==> src/rtl/register_serializer.sv <==
// Parallel-to-serial converter: captures one word from a register output and
// shifts it out one bit per accepted handshake, then pulses done.
module register_serializer #(
    parameter int WIDTH     = 16,
    parameter bit MSB_FIRST = 1'b1
) (
    input  logic             clk,
    input  logic             rst_n,
    input  logic [WIDTH-1:0] data,
    input  logic             valid,
    output logic             ready,
    output logic             sout,
    output logic             sout_valid,
    input  logic             out_ready,
    output logic             last,
    output logic             done
);
    localparam int CW = $clog2(WIDTH);

    typedef enum logic [1:0] {IDLE, SHIFT, DONE} state_t;

    state_t           state, nstate;
    logic [WIDTH-1:0] sreg;
    logic [CW-1:0]    cnt;
    logic             cnt_last;
    logic             cur_bit;

    assign cnt_last = (cnt == CW'(WIDTH - 1));
    assign cur_bit  = MSB_FIRST ? sreg[WIDTH-1] : sreg[0];

    always_ff @(posedge clk or negedge rst_n) begin
        if (!rst_n) state <= IDLE;
        else        state <= nstate;
    end

    always_comb begin
        nstate = state;
        case (state)
            IDLE:    if (valid) nstate = SHIFT;
            SHIFT:   if (out_ready && cnt_last) nstate = DONE;
            DONE:    nstate = IDLE;
            default: nstate = IDLE;
        endcase
    end

    // Outputs decode registered state only, so reset clears them without a clock.
    always_comb begin
        ready      = 1'b0;
        sout       = 1'b0;
        sout_valid = 1'b0;
        last       = 1'b0;
        done       = 1'b0;
        case (state)
            IDLE:  ready = 1'b1;
            SHIFT: begin
                sout_valid = 1'b1;
                sout       = cur_bit;
                last       = cnt_last;
            end
            DONE:  done = 1'b1;
            default: ready = 1'b0;
        endcase
    end

    // Counter wraps to 0 on the final bit so it never exceeds WIDTH-1.
    always_ff @(posedge clk or negedge rst_n) begin
        if (!rst_n) begin
            sreg <= '0;
            cnt  <= '0;
        end else if (state == IDLE && valid) begin
            sreg <= data;
            cnt  <= '0;
        end else if (state == SHIFT && out_ready) begin
            if (MSB_FIRST) sreg <= {sreg[WIDTH-2:0], 1'b0};
            else           sreg <= {1'b0, sreg[WIDTH-1:1]};
            cnt <= cnt_last ? '0 : cnt + CW'(1);
        end
    end
endmodule
==> config.mk <==
export PLATFORM = sky130hd
export DESIGN_NAME = register_serializer
export DESIGN_NICKNAME = d
export VERILOG_FILES = /design/src/rtl/register_serializer.sv
export SDC_FILE = /design/constraint.sdc
export NUM_CORES = 1
export LEC_CHECK = 0
export CORE_ASPECT_RATIO = 0.9
export CORE_MARGIN = 3
export CORE_UTILIZATION = 48
export DETAILED_ROUTE_END_ITERATION = 8
export PLACE_DENSITY = 0.83
export SLEW_MARGIN = 20
export SYNTH_ARGS = -nofsm -noshare
export SYNTH_HDL_FRONTEND = slang
export SYNTH_SLANG_ARGS = --single-unit
==> constraint.sdc <==
create_clock -name clk -period 1.47 [get_ports clk]
set_input_delay 0.147 -clock clk [delete_from_list [all_inputs] [get_ports clk]]
set_output_delay 0.147 -clock clk [all_outputs]
set_load 0.005 [all_outputs]
Yosys cells after proc, flatten, opt, wreduce, memory -nomap -nowiden. Cells that the tools add are included.

Register bits after elaboration: 22. Input bits: 20. Output and inout bits: 5. Logic and storage cells: 28.

$add $sub $neg: 1. Eq/ne operators: 5. Mux-type cells: 13. Reductions and logical operators: 6.

Operator list (count): $mux W16 (2); $mux W4 (3); $mux W1 (5); $add A4 B1 Y4 const B (1); $eq A4 B4 Y1 const B (1); $mux W2 (2); $ne A2 B2 Y1 const B (2); $pmux W2 S2 (1); $logic_and A1 B1 Y1 (3); $eq A2 B1 Y1 const B (1); $eq A2 B2 Y1 const B (1); $logic_not A2 Y1 (1); $reduce_and A2 Y1 (1); $reduce_bool A2 Y1 (1).

Logic depth before layout (Yosys ltp).
Depth after elaboration: 4. Depth in mapped cells: 5.

Least setup slack after synthesis. Ideal clock, no wire load.

Path type: register -> register. Start point: register state[0]. End point: register sreg[2]. Library setup time: 0.121 ns. Data arrival time: 1.192 ns. Data required time: 1.349 ns. Slack: 0.157 ns. Stages on the path, launching flop included: 6. Buffers on the path: 2. Period minus slack after synthesis: 1.313 ns. Path through: dfrtp_1 buf_6 or3b_4 buf_6 o22ai_1 nor2_1.

Longest elaborated chain between the ends: 3.

Ends and longest elaborated chain: start: declaration (line 22) `state_t state, nstate;`; start signal: assignment (line 33) `else state <= nstate;`; $eq A2 B1 Y1 or $logic_not A2 Y1 (tied branches) (line 73, 70); $logic_and A1 B1 Y1, on equally long branches (line 73, 70); $reduce_bool A2 Y1 (no line) or $mux W16 (tied branches); end signal: assignment (line 71) `sreg <= data;`; end signal: assignment (line 74) `if (MSB_FIRST) sreg <= {sreg[WIDTH-2:0], 1'b0};`; end signal: assignment (line 75) `else sreg <= {1'b0, sreg[WIDTH-1:1]};`; end: declaration (line 23) `logic [WIDTH-1:0] sreg;`.

Parallel ways exist; a longest one is shown, timed or not. A chain may end at the register's enable or synchronous reset.

Worst setup path after layout.
Start point: register state[1]. End point: register sreg[0].

Same word-level chain as after synthesis.

==> report_table.html <==
<table>
<tr><th>Metric</th><th>Value</th></tr>
<tr><th colspan="2">Timing</th></tr>
<tr><td>Worst hold slack</td><td>0.166 ns</td></tr>
<tr><td>Worst path setup slack after routing</td><td>-0.0519 ns</td></tr>
<tr><td>Post-layout minimum cycle time</td><td>1.52 ns</td></tr>
<tr><td>Headroom to the max-slew limit</td><td>0.809</td></tr>
<tr><td>Final period util</td><td>1.04</td></tr>
<tr><td>Final count of pins violating max slew</td><td>0</td></tr>
<tr><td>Hold Vio Cnt, Final</td><td>0</td></tr>
<tr><td>RSZ-0062 raised after global routing</td><td>true</td></tr>
<tr><td>Transition time at the pin with the least slew margin</td><td>0.286 ns</td></tr>
<tr><td>Highest achievable clock rate</td><td>0.657 GHz</td></tr>
<tr><td>Sum of negative setup slack</td><td>-0.267 ns</td></tr>
<tr><td>Clock skew after layout</td><td>0.00870 ns</td></tr>
<tr><td>Final-report setup violation count</td><td>9</td></tr>
<tr><th colspan="2">Synth</th></tr>
<tr><td>Syn Inst Count</td><td>107</td></tr>
<tr><td>Most used standard cells in the synthesized netlist</td><td>sky130_fd_sc_hd__dfrtp_1, sky130_fd_sc_hd__nand2_1, sky130_fd_sc_hd__nor2_1</td></tr>
<tr><td>EDFF count, synth</td><td>0</td></tr>
<tr><td>Share of the synthesized area in the top cell type</td><td>0.529</td></tr>
<tr><td>Post-synthesis net count</td><td>128</td></tr>
<tr><td>Distinct cell type count of the synthesized netlist</td><td>27</td></tr>
<tr><td>Asr flop ratio synth</td><td>1.00</td></tr>
<tr><td>Most numerous cell in the Yosys netlist</td><td>sky130_fd_sc_hd__dfrtp_1</td></tr>
<tr><td>Dominant synthesized flop cell</td><td>sky130_fd_sc_hd__dfrtp_1</td></tr>
<tr><td>Ys Warns</td><td>0</td></tr>
<tr><td>Netlist Area Pre-Place</td><td>1040 um2</td></tr>
<tr><td>Sequential element share of the synthesized area</td><td>0.529</td></tr>
<tr><td>Avg Cell Area, Syn</td><td>9.72 um2</td></tr>
<tr><td>Yosys top cell by area</td><td>sky130_fd_sc_hd__dfrtp_1</td></tr>
<tr><td>Synthesis-stage register bit count</td><td>22</td></tr>
<tr><td>Area contributors post-synth</td><td>sky130_fd_sc_hd__dfrtp_1, sky130_fd_sc_hd__nand2_1, sky130_fd_sc_hd__nor2_1, sky130_fd_sc_hd__o22ai_1, sky130_fd_sc_hd__nand3_1</td></tr>
<tr><th colspan="2">Final layout</th></tr>
<tr><td>Diodes inserted</td><td>0</td></tr>
<tr><td>Number of non-filler instances in the completed layout</td><td>173</td></tr>
<tr><td>Final std cell area, no fill</td><td>1580 um2</td></tr>
<tr><td>Area Overhead vs Synth</td><td>52.3%</td></tr>
<tr><td>Ratio of cells with drive above 1 in the final layout</td><td>0.284</td></tr>
<tr><td>Net count reported at finish</td><td>170</td></tr>
<tr><td>Count of filler cells inserted in the layout</td><td>130</td></tr>
<tr><th colspan="2">Critical path</th></tr>
<tr><td>CP Data Required Time</td><td>1.68 ns</td></tr>
<tr><td>Delay of the slowest cell on the worst path</td><td>0.45 ns</td></tr>
<tr><td>Cells along the critical path</td><td>buf_6 &gt; buf_6 &gt; and3b_2 &gt; buf_12 &gt; nor2_2 &gt; a22o_1</td></tr>
<tr><td>Kind of start point of the critical path</td><td>flip-flop</td></tr>
<tr><td>Endpoint kind of the worst setup timing path</td><td>flip-flop</td></tr>
<tr><td>Data arrival at the endpoint of the critical path</td><td>1.73 ns</td></tr>
<tr><td>Worst Path Class, Setup</td><td>flip-flop to flip-flop</td></tr>
<tr><td>Worst-path fanout max</td><td>7</td></tr>
<tr><td>Dominant cell type by count on the critical path</td><td>sky130_fd_sc_hd__buf_6</td></tr>
<tr><td>Standard cell with the maximum stage delay on the critical path</td><td>sky130_fd_sc_hd__dfrtp_2</td></tr>
<tr><th colspan="2">Floorplan</th></tr>
<tr><td>Die outline width</td><td>55.1 um</td></tr>
<tr><td>Initial Utilization</td><td>0.523</td></tr>
<tr><td>Die outline area</td><td>2760 um2</td></tr>
<tr><td>Row count</td><td>15</td></tr>
<tr><td>Die Height</td><td>50.2 um</td></tr>
<tr><td>Area of the core</td><td>1990 um2</td></tr>
<tr><td>Boundary pin count</td><td>25</td></tr>
<tr><th colspan="2">Pwr</th></tr>
<tr><td>Total Power</td><td>0.00282 W</td></tr>
<tr><td>Power density normalized to cell area</td><td>1780 nW/um2</td></tr>
<tr><td>Cell leakage power</td><td>0.693 nW</td></tr>
<tr><td>Highest ir drop seen on vdd</td><td>0.00128 V</td></tr>
<tr><th colspan="2">Routing</th></tr>
<tr><td>Number of DRC violations after detailed routing</td><td>0</td></tr>
<tr><td>Drt total wl</td><td>2.97 mm</td></tr>
<tr><td>DRC marker count from the first detailed-route iteration</td><td>47</td></tr>
<tr><td>Vias after detailed routing</td><td>1021</td></tr>
<tr><td>Vias per Instance</td><td>5.90</td></tr>
<tr><td>Post-detailed-route count of antenna-violating nets</td><td>0</td></tr>
<tr><td>Average wire per cell in the routed design</td><td>17.2 um</td></tr>
<tr><td>Iteration count of the initial detailed-routing pass</td><td>4</td></tr>
<tr><th colspan="2">Global route</th></tr>
<tr><td>Total congestion overflow after global routing</td><td>0</td></tr>
<tr><td>Initial antenna violation count</td><td>0</td></tr>
<tr><td>Gr usage total</td><td>0.205</td></tr>
<tr><td>Vias in the first global route</td><td>910</td></tr>
<tr><td>Maximum number of pins on one net before global-route repair</td><td>23</td></tr>
<tr><td>First-pass GRT wire length</td><td>4.11 mm</td></tr>
<tr><th colspan="2">Placement</th></tr>
<tr><td># port buffers</td><td>24</td></tr>
<tr><td>Placed cell areas</td><td>1350 um2</td></tr>
<tr><td>Global placement routability congestion</td><td>0.726</td></tr>
<tr><td>Placed insts</td><td>158</td></tr>
<tr><td>Post-detail-place hpwl</td><td>1.66 mm</td></tr>
<tr><th colspan="2">Clock tree</th></tr>
<tr><td>Clock Latency Late Sink</td><td>0.31 ns</td></tr>
<tr><td>Clock tree from TritonCTS</td><td>done</td></tr>
<tr><td>Worst-path clk slew</td><td>0.13 ns</td></tr>
<tr><td>CTS H-tree depth</td><td>1</td></tr>
<tr><td>Root Buffer</td><td>sky130_fd_sc_hd__clkbuf_4</td></tr>
<tr><td>CTS sink cnt</td><td>22</td></tr>
<tr><td>TritonCTS Buffers</td><td>3</td></tr>
<tr><td>Max clock buf depth</td><td>2</td></tr>
<tr><th colspan="2">Outcome</th></tr>
<tr><td>Violations in the final reports</td><td>setup timing</td></tr>
<tr><td>Outcome</td><td>finished, violations left</td></tr>
<tr><th colspan="2">Worst hold path</th></tr>
<tr><td>Hold/Removal Path Class</td><td>primary input to asynchronous set/reset pin</td></tr>
<tr><th colspan="2">Flow run</th></tr>
<tr><td>Number of max-capacitance violations reported</td><td>0</td></tr>
</table>
## critical path: cells and delay by family, from the launching register on
kind / cells / cell delay [ns]
AO/OA/AOI/OAI: 1 / 0.19
buffers and inverters: 3 / 0.39
AND/OR/NAND/NOR: 2 / 0.38
flip-flops: 1 / 0.45
## layout make-up
type / count / area [um2] / share of cell area
Clock buffer: 3 / 22.5 / 0.0142
Clock inverter: 1 / 30.0 / 0.0190
Inverter: 2 / 7.51 / 0.00474
Multi-Input combinational cell: 78 / 500 / 0.316
Sequential cell: 22 / 552 / 0.348
Tap cell: 25 / 31.3 / 0.0197
Timing Repair Buffer: 42 / 440 / 0.278
## final timing paths
check	from	end	slack, ns	cells past startpoint
setup / recovery	state[1]	sreg[0]	-0.05	6
hold / removal	rst_n	sreg[12]	0.17	2
setup reg to reg	state[1]	sreg[0]	-0.05	6
hold reg to reg	sreg[9]	sreg[10]	0.52	2
max in group asynchronous	rst_n	state[1]	1.07	2
min in group clk	data[9]	sreg[9]	0.42	3
## what timing repair did
action | in CTS | in global routing
cloned | 0 | 4
hold buffers | 0 | 0
buffers inserted | 6 | 1
gates resized for setup | 16 | 14
setup endpoints to repair | 5 | 23
pin swaps | 0 | 6
## stage by stage
step	util	setup WS (ns)
2_1_floorplan	-	0.157
3_3_place_gp	0.679	-0.00537
3_5_place_dp	0.679	-0.0281
4_1_cts	0.733	-0.0817
5_1_grt	0.796	-0.0968
6_report	0.796	-0.0519
## cells in the final DEF (no fill, tap or decap), drive strengths merged
cell,synthesis,layout
dfrtp,22,22
clkdlybuf4s50,0,19
buf,7,17
nor2,13,13
nand2,13,13
nand3,8,8
o22ai,7,7
nor3,7,7
a22oi,5,5
clkbuf,0,5
or3b,1,3
a31oi,3,3
a21oi,3,3
nor3b,2,2
inv,2,2
o211ai,2,2
a22o,2,2
dlygate4sd2,0,2
nor2b,2,2
nand3b,2,2
clkdlybuf4s15,0,2
and2,1,1
and3b,1,1
nand4,1,1
a21o,1,1
o21ai,1,1
ha,1,1
bufinv,0,1
## state kept, by name, summed over array words and instances, names as in the netlist
signal / cells
sreg: 16
state: 2
cnt: 4
## layer usage
| layer | part of all wire | vias up | GRT usage |
|---|---|---|---|
| met1 | 0.40 | 483 | 0.277 |
| met5 | 0 | - | 0 |
| li1 | - | 472 | - |
| met3 | 0.077 | 6 | 0.0326 |
| met4 | 0.013 | 0 | 0.0688 |
| met2 | 0.51 | 60 | 0.329 |
## kinds of logic (layout without fill, tap and decap cells)
logic type	Yosys count	in the layout	share of synthesized area
AND/OR/NAND/NOR	51	53	0.247
AO/OA/AOI/OAI	24	24	0.154
flip-flops	22	22	0.529
buffers and inverters	9	48	0.0578
adder cells (fa/ha/maj)	1	1	0.0120
## report_power, final
| group | total [W] | leakage [nW] | internal (W) | switching, W |
|---|---|---|---|---|
| clock | 0.000467 | 0.0279 | 0.000276 | 0.000191 |
| sequential | 0.00104 | 0.263 | 0.000863 | 0.000172 |
| combinational | 0.00132 | 0.402 | 0.000716 | 0.000600 |
| total | 0.00282 | 0.693 | 0.00186 | 0.000963 |
No activity file was read; power rests on OpenSTA's default activity.
